File: config.mk
export PLATFORM = sky130hd
export DESIGN_NAME = imem_loader
export DESIGN_NICKNAME = d
export VERILOG_FILES = /design/src/rtl/cpu_pkg.sv /design/src/rtl/imem_ram.sv /design/src/rtl/imem_loader.sv
export SDC_FILE = /design/constraint.sdc
export NUM_CORES = 1
export LEC_CHECK = 0
export CAP_MARGIN = 20
export CELL_PAD_IN_SITES_DETAIL_PLACEMENT = 1
export CELL_PAD_IN_SITES_GLOBAL_PLACEMENT = 1
export CORE_MARGIN = 2
export CORE_UTILIZATION = 35
export CTS_BUF_LIST = sky130_fd_sc_hd__clkbuf_16
export DETAILED_ROUTE_END_ITERATION = 7
export GPL_TIMING_DRIVEN = 0
export MAX_ROUTING_LAYER = met4
export PLACE_DENSITY_LB_ADDON = 0.1
export SETUP_SLACK_MARGIN = 0.4
export SYNTH_ARGS = -nofsm -noshare
export SYNTH_HDL_FRONTEND = slang
export SYNTH_SLANG_ARGS = --single-unit
File: constraint.sdc
create_clock -name clk -period 6 [get_ports clk]
set_input_delay 1.2 -clock clk [delete_from_list [all_inputs] [get_ports clk]]
set_output_delay 1.2 -clock clk [all_outputs]
set_load 0.1 [all_outputs]
File: src/rtl/cpu_pkg.sv
// Shared constants and loader state encoding for the CPU front end.
// Latency: n/a (declarations only).
// Backpressure: n/a.
package cpu_pkg;

    localparam int          ADDR_W = 6;
    localparam int          OP_W   = 16;
    localparam int          DEPTH  = 1 << ADDR_W;
    localparam logic [7:0]  HDR    = 8'hA5;
    // Largest legal LEN byte, as a byte so it compares directly with rx_data.
    localparam logic [7:0]  LEN_MAX = 8'(DEPTH);

    typedef enum logic [2:0] {
        LD_IDLE = 3'd0,
        LD_LEN  = 3'd1,
        LD_HI   = 3'd2,
        LD_LO   = 3'd3,
        LD_CSUM = 3'd4,
        LD_RUN  = 3'd5,
        LD_ERR  = 3'd6
    } ld_state_e;

endpackage

File: src/rtl/imem_ram.sv
// Instruction RAM: DEPTH x OP_W, one synchronous write port, one asynchronous read port.
// Latency: write lands on the rising edge; read is combinational from rd_addr.
// Backpressure: none; a write is accepted every cycle wr_en is high.
// Ports: clk; wr_en/wr_addr/wr_dat write port; rd_addr -> rd_dat read port.
module imem_ram
    import cpu_pkg::*;
(
    input  logic              clk,
    input  logic              wr_en,
    input  logic [ADDR_W-1:0] wr_addr,
    input  logic [OP_W-1:0]   wr_dat,
    input  logic [ADDR_W-1:0] rd_addr,
    output logic [OP_W-1:0]   rd_dat
);

    // Contents are deliberately not reset; readers gate with a valid vector.
    logic [OP_W-1:0] mem_q [DEPTH];

    always_ff @(posedge clk) begin
        if (wr_en) begin
            mem_q[wr_addr] <= wr_dat;
        end
    end

    assign rd_dat = mem_q[rd_addr];

endmodule

File: src/rtl/imem_loader.sv
// Program loader: parses HDR/LEN/words/CSUM byte frames into instruction RAM, then serves op=RAM[pc].
// Latency: one byte consumed per transferring cycle; cpu_run rises the cycle after a good CSUM; op is combinational from pc.
// Backpressure: rx_ready is high in every state but RUN; never stalls mid-frame.
// Ports: clk, rst_n (sync, active low); rx_data/rx_valid/rx_ready byte stream; reload pulse;
//        pc -> op instruction read; cpu_run, load_err, word_cnt status.
module imem_loader
    import cpu_pkg::*;
(
    input  logic              clk,
    input  logic              rst_n,
    input  logic [7:0]        rx_data,
    input  logic              rx_valid,
    output logic              rx_ready,
    input  logic              reload,
    input  logic [ADDR_W-1:0] pc,
    output logic [OP_W-1:0]   op,
    output logic              cpu_run,
    output logic              load_err,
    output logic [6:0]        word_cnt
);

    ld_state_e          state_q, state_d;
    logic [6:0]         len_q, len_d;
    logic [7:0]         hi_q, hi_d;
    logic [7:0]         csum_q, csum_d;
    logic [6:0]         word_cnt_q, word_cnt_d;
    logic [DEPTH-1:0]   valid_q, valid_d;
    logic               rx_ready_q, rx_ready_d;
    logic               cpu_run_q, cpu_run_d;
    logic               load_err_q, load_err_d;

    logic               xfer;
    logic               ram_we;
    logic [OP_W-1:0]    ram_rd_dat;

    assign xfer = rx_valid & rx_ready_q;

    always_comb begin
        state_d    = state_q;
        len_d      = len_q;
        hi_d       = hi_q;
        csum_d     = csum_q;
        word_cnt_d = word_cnt_q;
        valid_d    = valid_q;
        ram_we     = 1'b0;

        case (state_q)
            LD_IDLE: begin
                if (xfer && rx_data == HDR) begin
                    state_d = LD_LEN;
                end
            end
            LD_LEN: begin
                if (xfer) begin
                    // A rejected length leaves the previous word_cnt/valid[] untouched.
                    if (rx_data == 8'd0 || rx_data > LEN_MAX) begin
                        state_d = LD_ERR;
                    end else begin
                        len_d      = rx_data[6:0];
                        valid_d    = '0;
                        word_cnt_d = 7'd0;
                        csum_d     = 8'd0;
                        state_d    = LD_HI;
                    end
                end
            end
            LD_HI: begin
                if (xfer) begin
                    hi_d    = rx_data;
                    csum_d  = csum_q ^ rx_data;
                    state_d = LD_LO;
                end
            end
            LD_LO: begin
                if (xfer) begin
                    ram_we                            = 1'b1;
                    valid_d[word_cnt_q[ADDR_W-1:0]]   = 1'b1;
                    csum_d                            = csum_q ^ rx_data;
                    word_cnt_d                        = word_cnt_q + 7'd1;
                    state_d = (word_cnt_d == len_q) ? LD_CSUM : LD_HI;
                end
            end
            LD_CSUM: begin
                if (xfer) begin
                    state_d = (rx_data == csum_q) ? LD_RUN : LD_ERR;
                end
            end
            LD_RUN: begin
                // rx_ready is low here, so a concurrent byte is never consumed.
                if (reload) begin
                    state_d = LD_IDLE;
                end
            end
            LD_ERR: begin
                if (reload) begin
                    state_d = LD_IDLE;
                end else if (xfer && rx_data == HDR) begin
                    state_d = LD_LEN;
                end
            end
            default: state_d = LD_IDLE;
        endcase

        // Status outputs are registered off the next state so they track the state flop exactly.
        rx_ready_d = (state_d != LD_RUN);
        cpu_run_d  = (state_d == LD_RUN);
        load_err_d = (state_d == LD_ERR);
    end

    always_ff @(posedge clk) begin
        if (!rst_n) begin
            state_q    <= LD_IDLE;
            len_q      <= 7'd0;
            hi_q       <= 8'd0;
            csum_q     <= 8'd0;
            word_cnt_q <= 7'd0;
            valid_q    <= '0;
            rx_ready_q <= 1'b1;
            cpu_run_q  <= 1'b0;
            load_err_q <= 1'b0;
        end else begin
            state_q    <= state_d;
            len_q      <= len_d;
            hi_q       <= hi_d;
            csum_q     <= csum_d;
            word_cnt_q <= word_cnt_d;
            valid_q    <= valid_d;
            rx_ready_q <= rx_ready_d;
            cpu_run_q  <= cpu_run_d;
            load_err_q <= load_err_d;
        end
    end

    imem_ram u_ram (
        .clk     (clk),
        .wr_en   (ram_we),
        .wr_addr (word_cnt_q[ADDR_W-1:0]),
        .wr_dat  ({hi_q, rx_data}),
        .rd_addr (pc),
        .rd_dat  (ram_rd_dat)
    );

    // Unwritten entries and a stopped core both read as zero.
    assign op       = (cpu_run_q && valid_q[pc]) ? ram_rd_dat : '0;
    assign rx_ready = rx_ready_q;
    assign cpu_run  = cpu_run_q;
    assign load_err = load_err_q;
    assign word_cnt = word_cnt_q;

endmodule
# == Yosys cells after proc, flatten, opt, wreduce, memory -nomap -nowiden ==
# Memories as Yosys holds them, arrays and structs flattened.
# Cells that the tools add are included.
# totals
register_bits,100
ram_bits,1024
word_cells,80
mem_count,1
# memory_table
memory,depth,word_bits,rd,rd_clocked_by_memory_dff,wr,line_no,source
u_ram.mem_q,64,16,1,0,1,imem_ram.sv:17,logic [OP_W-1:0] mem_q [DEPTH];
# op_classes
n_addsub,1
n_lt_le_gt_ge,4
n_eq_ne,16
n_mux,32
bitwise,4
n_reduce_logical,13
# op_table
operator,count
64-bit two-way mux,3
64-bit case mux with 2 select lines,1
64-bit OR,1
3-bit two-way mux,9
8-bit two-way mux,3
7-bit two-way mux,3
3-bit case mux with 7 select lines,1
16-bit two-way mux,1
8-bit case mux with 2 select lines,1
"3-bit == test, second input constant",5
"6-bit by 7-bit less-than comparator with 1-bit output, second input constant",2
7-bit case mux with 2 select lines,1
8-bit == test,1
"8-bit == test, second input constant",1
"8-bit by 7-bit greater-than comparator with 1-bit output, second input constant",1
8-bit zero test,1
4-bit AND reduction,2
8-bit bitwise XOR,1
"7-bit by 1-bit adder with 7-bit output, second input constant",1
7-bit == test,1
1-bit binary-select mux with 6-bit select,1
1-bit demux with 6-bit select,1
"3-bit by 2-bit == test with 1-bit output, second input constant",2
"6-bit by 1-bit greater-or-equal comparator with 1-bit output, second input constant",1
15 further kinds,25

# == Longest topological paths before layout ==
# logic_depth
depth_word,7
depth_mapped,11

# == By module ==
# From an unflattened synthesis, not the netlist that was laid out.
# hier_totals
hier_cells,2332
area_unflattened_um2,44482.7
# modules_own_cells
mod,instances,cells_per_inst,area_per_inst_um2,seq_area_each_um2
imem_ram,1,1813,39721.8,30749.5
imem_loader,1,519,4760.8,2001.9

# == Worst setup path after synthesis ==
# No wires, ideal clock.
# synth_timing
kind,input to output
from,input pc[4]
to,output op[1]
t_arrival_ns,4.533
required_time_ns,4.800
slack_ns,0.267
path_stages,9
n_path_buf,4
path_cell_list,buf_2 buf_4 buf_2 nor2_1 clkbuf_1 a211oi_1 nand2_1 nand4_1 nor3_1
# synth_between
elab_chain_cells,4
elab_cells_between_ends,5
classes_between,mux: 3; reduce/logical: 1; memory: 1
# synth_lines
element,line_no,source
"start, declared",imem_loader.sv:15,"input logic [ADDR_W-1:0] pc,"
1-bit binary-select mux with 6-bit select,imem_loader.sv:144,assign op = (cpu_run_q && valid_q[pc]) ? ram_rd_dat : '0;
1-bit two-way mux (not written as such),imem_loader.sv:144,
1-bit logical AND,imem_loader.sv:144,
16-bit two-way mux *,imem_loader.sv:144,
"end, declared",imem_loader.sv:16,"output logic [OP_W-1:0] op,"
# Every way passes the cells marked *; elsewhere a longest branch is shown, timed or not. The select of a mux whose other input is x is not followed.

# == Worst setup path in the final report ==
# layout_timing
from,input pc[4]
to,output op[4]
# Same word-level chain as after synthesis.

==> metrics.txt <==
Rel. slew slack=0.229; sequential power share=0.506; RSZ-0062 raised after global routing=no; clock root cell=clkbuf_16; Pre-antenna DRT Iters=5; P_int=13.1 mW; die area=~130000 um^2; area share of the largest cell type after synthesis=0.693; site row count=130; met3 routed WL=4.85 mm; sw frac=0.215; total track usage=0.211; RePlAce Congestion=0.828; H-tree levels=3; Cell Area, Synth=between 40000 and 50000 um^2; core area=126000 um^2; Setup Skew=around 0.03 ns; Crit path required time=4.80 ns; Cell variety after synth=70; largest cells by area after synthesis=edfxtp_1 (69%), mux4_2 (12%), dfxtp_1 (4.5%), mux2i_1 (3.1%), nor2_1 (1.5%); endpoint class of the critical path=output port; yosys warns=0; Worst-Margin Slew=1.16 ns; max layer used=met4; hpwl dp=about 90 mm; Clock power frac=0.452; Switch Pwr=3.60 mW; met2 wire length=64.6 mm; fillcell total=12000; vias per inst=5.41; status=completed; # Max-Cap Violations=0; net count after synthesis=around 2400; sequential area share after synthesis=0.738; post-synthesis async set-or-reset flop share=0; buffer depth of the longest clock path=3; via count=23600; Yosys top cell by area=edfxtp_1; GRT overflow=0; largest net degree at the start of global routing=72; max frequency=182 MHz; Inserted Diodes=0; first-pass GRT wire length=roughly 190 mm; WP data arrival=4.29 ns; Starting Density=0.353; post-detailed-route wirelength per cell=30.3 um; CP Class=in2out; Setup crit start kind=primary input; M1 WL=~60 mm; DIE HEIGHT=approximately 360 um; overall power=16.7 mW; Tcrit/Tclk final=0.916; Worst IR Drop VDD=0.253 mV; Antenna Nets Post-Route=0; worst skew pair latency=between 0.7 and 0.8 ns; top_reg_cell synth=edfxtp_1; final setup fails=0; final instance area=52700 um^2; final hold vios=0; Synth Register Bits=~1100; Mapped Avg Cell Area=18.8 um^2; cell count after synthesis=2357; Post-synth EDFFs=1024; Post-DP Area=48400 um^2; Area growth, synth to finish=18.8%; Boundary Pins=44; Comb power frac=0.042; Sink Count=1124; PwrDens=317 nW/um^2; Final #Nets=2616; DRC viols=0; PortBufs=40; pins over their slew limit=0; vias in the first global route=~25000; Pleak=about 18 nW; routed wire length=132 mm; CTS Hold Bufs=0; drt initial violations=roughly 1900; Critical Path Fanout Max=10; class of the worst hold path=reg2reg; TritonCTS Buffers=roughly 120; Post-Route Setup TNS=0 ns; Reg clk slew, reported paths=0.06 ns; Die Span X=360 um; initial antenna violation count=3; CTS tree=built; layout cell share with drive strength beyond 1=0.276; post-layout min period=5.49 ns
==> layout by cell type, fill, tap and decap left out, types with 8 or more instances in the layout <==
cell type	count
a211oi_1	26
a21oi_1	82
a22oi_1	52
a31oi_1	10
and2_1	8
buf_12	13
buf_16	16
buf_2	39
buf_4	44
buf_6	23
buf_8	47
bufinv_16	17
clkbuf_1	39
clkbuf_16	123
clkdlybuf4s50_1	14
clkinv_1	31
clkinv_2	18
dfxtp_1	92
edfxtp_1	1024
inv_1	36
mux2i_1	130
mux4_2	235
nand2_1	63
nand2_2	15
nand3_1	36
nand4_1	17
nor2_1	117
nor2_2	62
nor2b_1	36
nor3_1	14
nor3_4	12
o211ai_1	24
o22ai_1	24
==> synth_stat cells, types with 31 or more instances <==
library cell     n
nor2b_1         36
a211oi_1        31
nand3_1         37
buf_2           41
nand2_1         77
a21oi_1         82
mux2i_1        138
o22ai_1         31
clkbuf_1        48
nor2_1         181
dfxtp_1        100
edfxtp_1      1024
a22oi_1         52
mux4_2         235
==> area by class of cell <==
class	count	area [um^2]	area share
multi-input combinational	1088	11300	0.214
sequential	1124	32800	0.621
inverter	10	37.5	0.000712
timing repair buffer	117	1770	0.0336
clock buffer	123	3080	0.0584
tap	1650	2060	0.0391
buffer	135	812	0.0154
clock inverter	105	937	0.0178
==> routing by layer <==
metal	vias up	global-route usage
li1	10100	-
met2	513	0.341
met3	167	0.0264
met1	12800	0.286
met4	0	0.0517
met5	-	-
==> final timing paths <==
path / startpoint / end / slack [ns] / depth (start not counted)
max: pc[4] / op[4] / 0.51 / 10
min: valid_q[11] / valid_q[11] / 0.46 / 2
max reg2reg: state_q[1] / u_ram.mem_q[51][7] / 1.93 / 7
min reg2reg: valid_q[11] / valid_q[11] / 0.46 / 2
==> timing repair <==
action | in CTS | in global routing
gates resized for setup | 169 | 19
pin swaps | 5 | 3
setup buffers | 5 | 0
setup endpoints to repair | 16 | 16
==> logic make-up after synthesis <==
family	count (synthesis)	synth area share
flops	1124	0.738
xor+xnor	10	0.00197
fa+ha+maj	1	0.000282
compound gates	269	0.0420
mux	376	0.152
simple gates	432	0.0475
buf+inv	145	0.0185
==> power by group through the flow <==
stage	combinational (mW)	clock (mW)	sequential, mW
after floorplan	0.380	0	8.64
after global placement	0.677	0	8.65
after detailed placement	0.696	0	8.64
after CTS	0.714	7.73	8.47
after global routing	0.749	8.01	8.47
final	0.703	7.57	8.47
==> worst max-delay path, cell delays in order <==
cell	delay (ns)
buf_2	0.21
buf_4	0.32
clkbuf_1	0.82
nor2_4	0.21
buf_4	0.27
a22oi_1	0.37
nand2_1	0.34
nand4_1	0.25
nor3_4	0.08
buf_6	0.20
==> stage by stage <==
stage	worst slack (ns)	hold WS, ns	cells	utilization
after global placement	-1.16	0.443	4047	0.373
after global routing	0.443	0.492	4352	0.419
after CTS	0.302	0.469	4352	0.419
final	0.506	0.459	4352	0.419
after floorplan	1.05	0.428	2357	-
after detailed placement	-1.17	0.455	4119	0.385
==> state kept, by name (all words and copies together) (netlist names) <==
register / cells
state_q: 3
word_cnt: 7
csum_q: 8
len_q: 7
cpu_run: 1
u_ram.mem_q: 1024
valid_q: 64
hi_q: 8
load_err: 1
rx_ready: 1
Power figures use the tool's default switching activity.
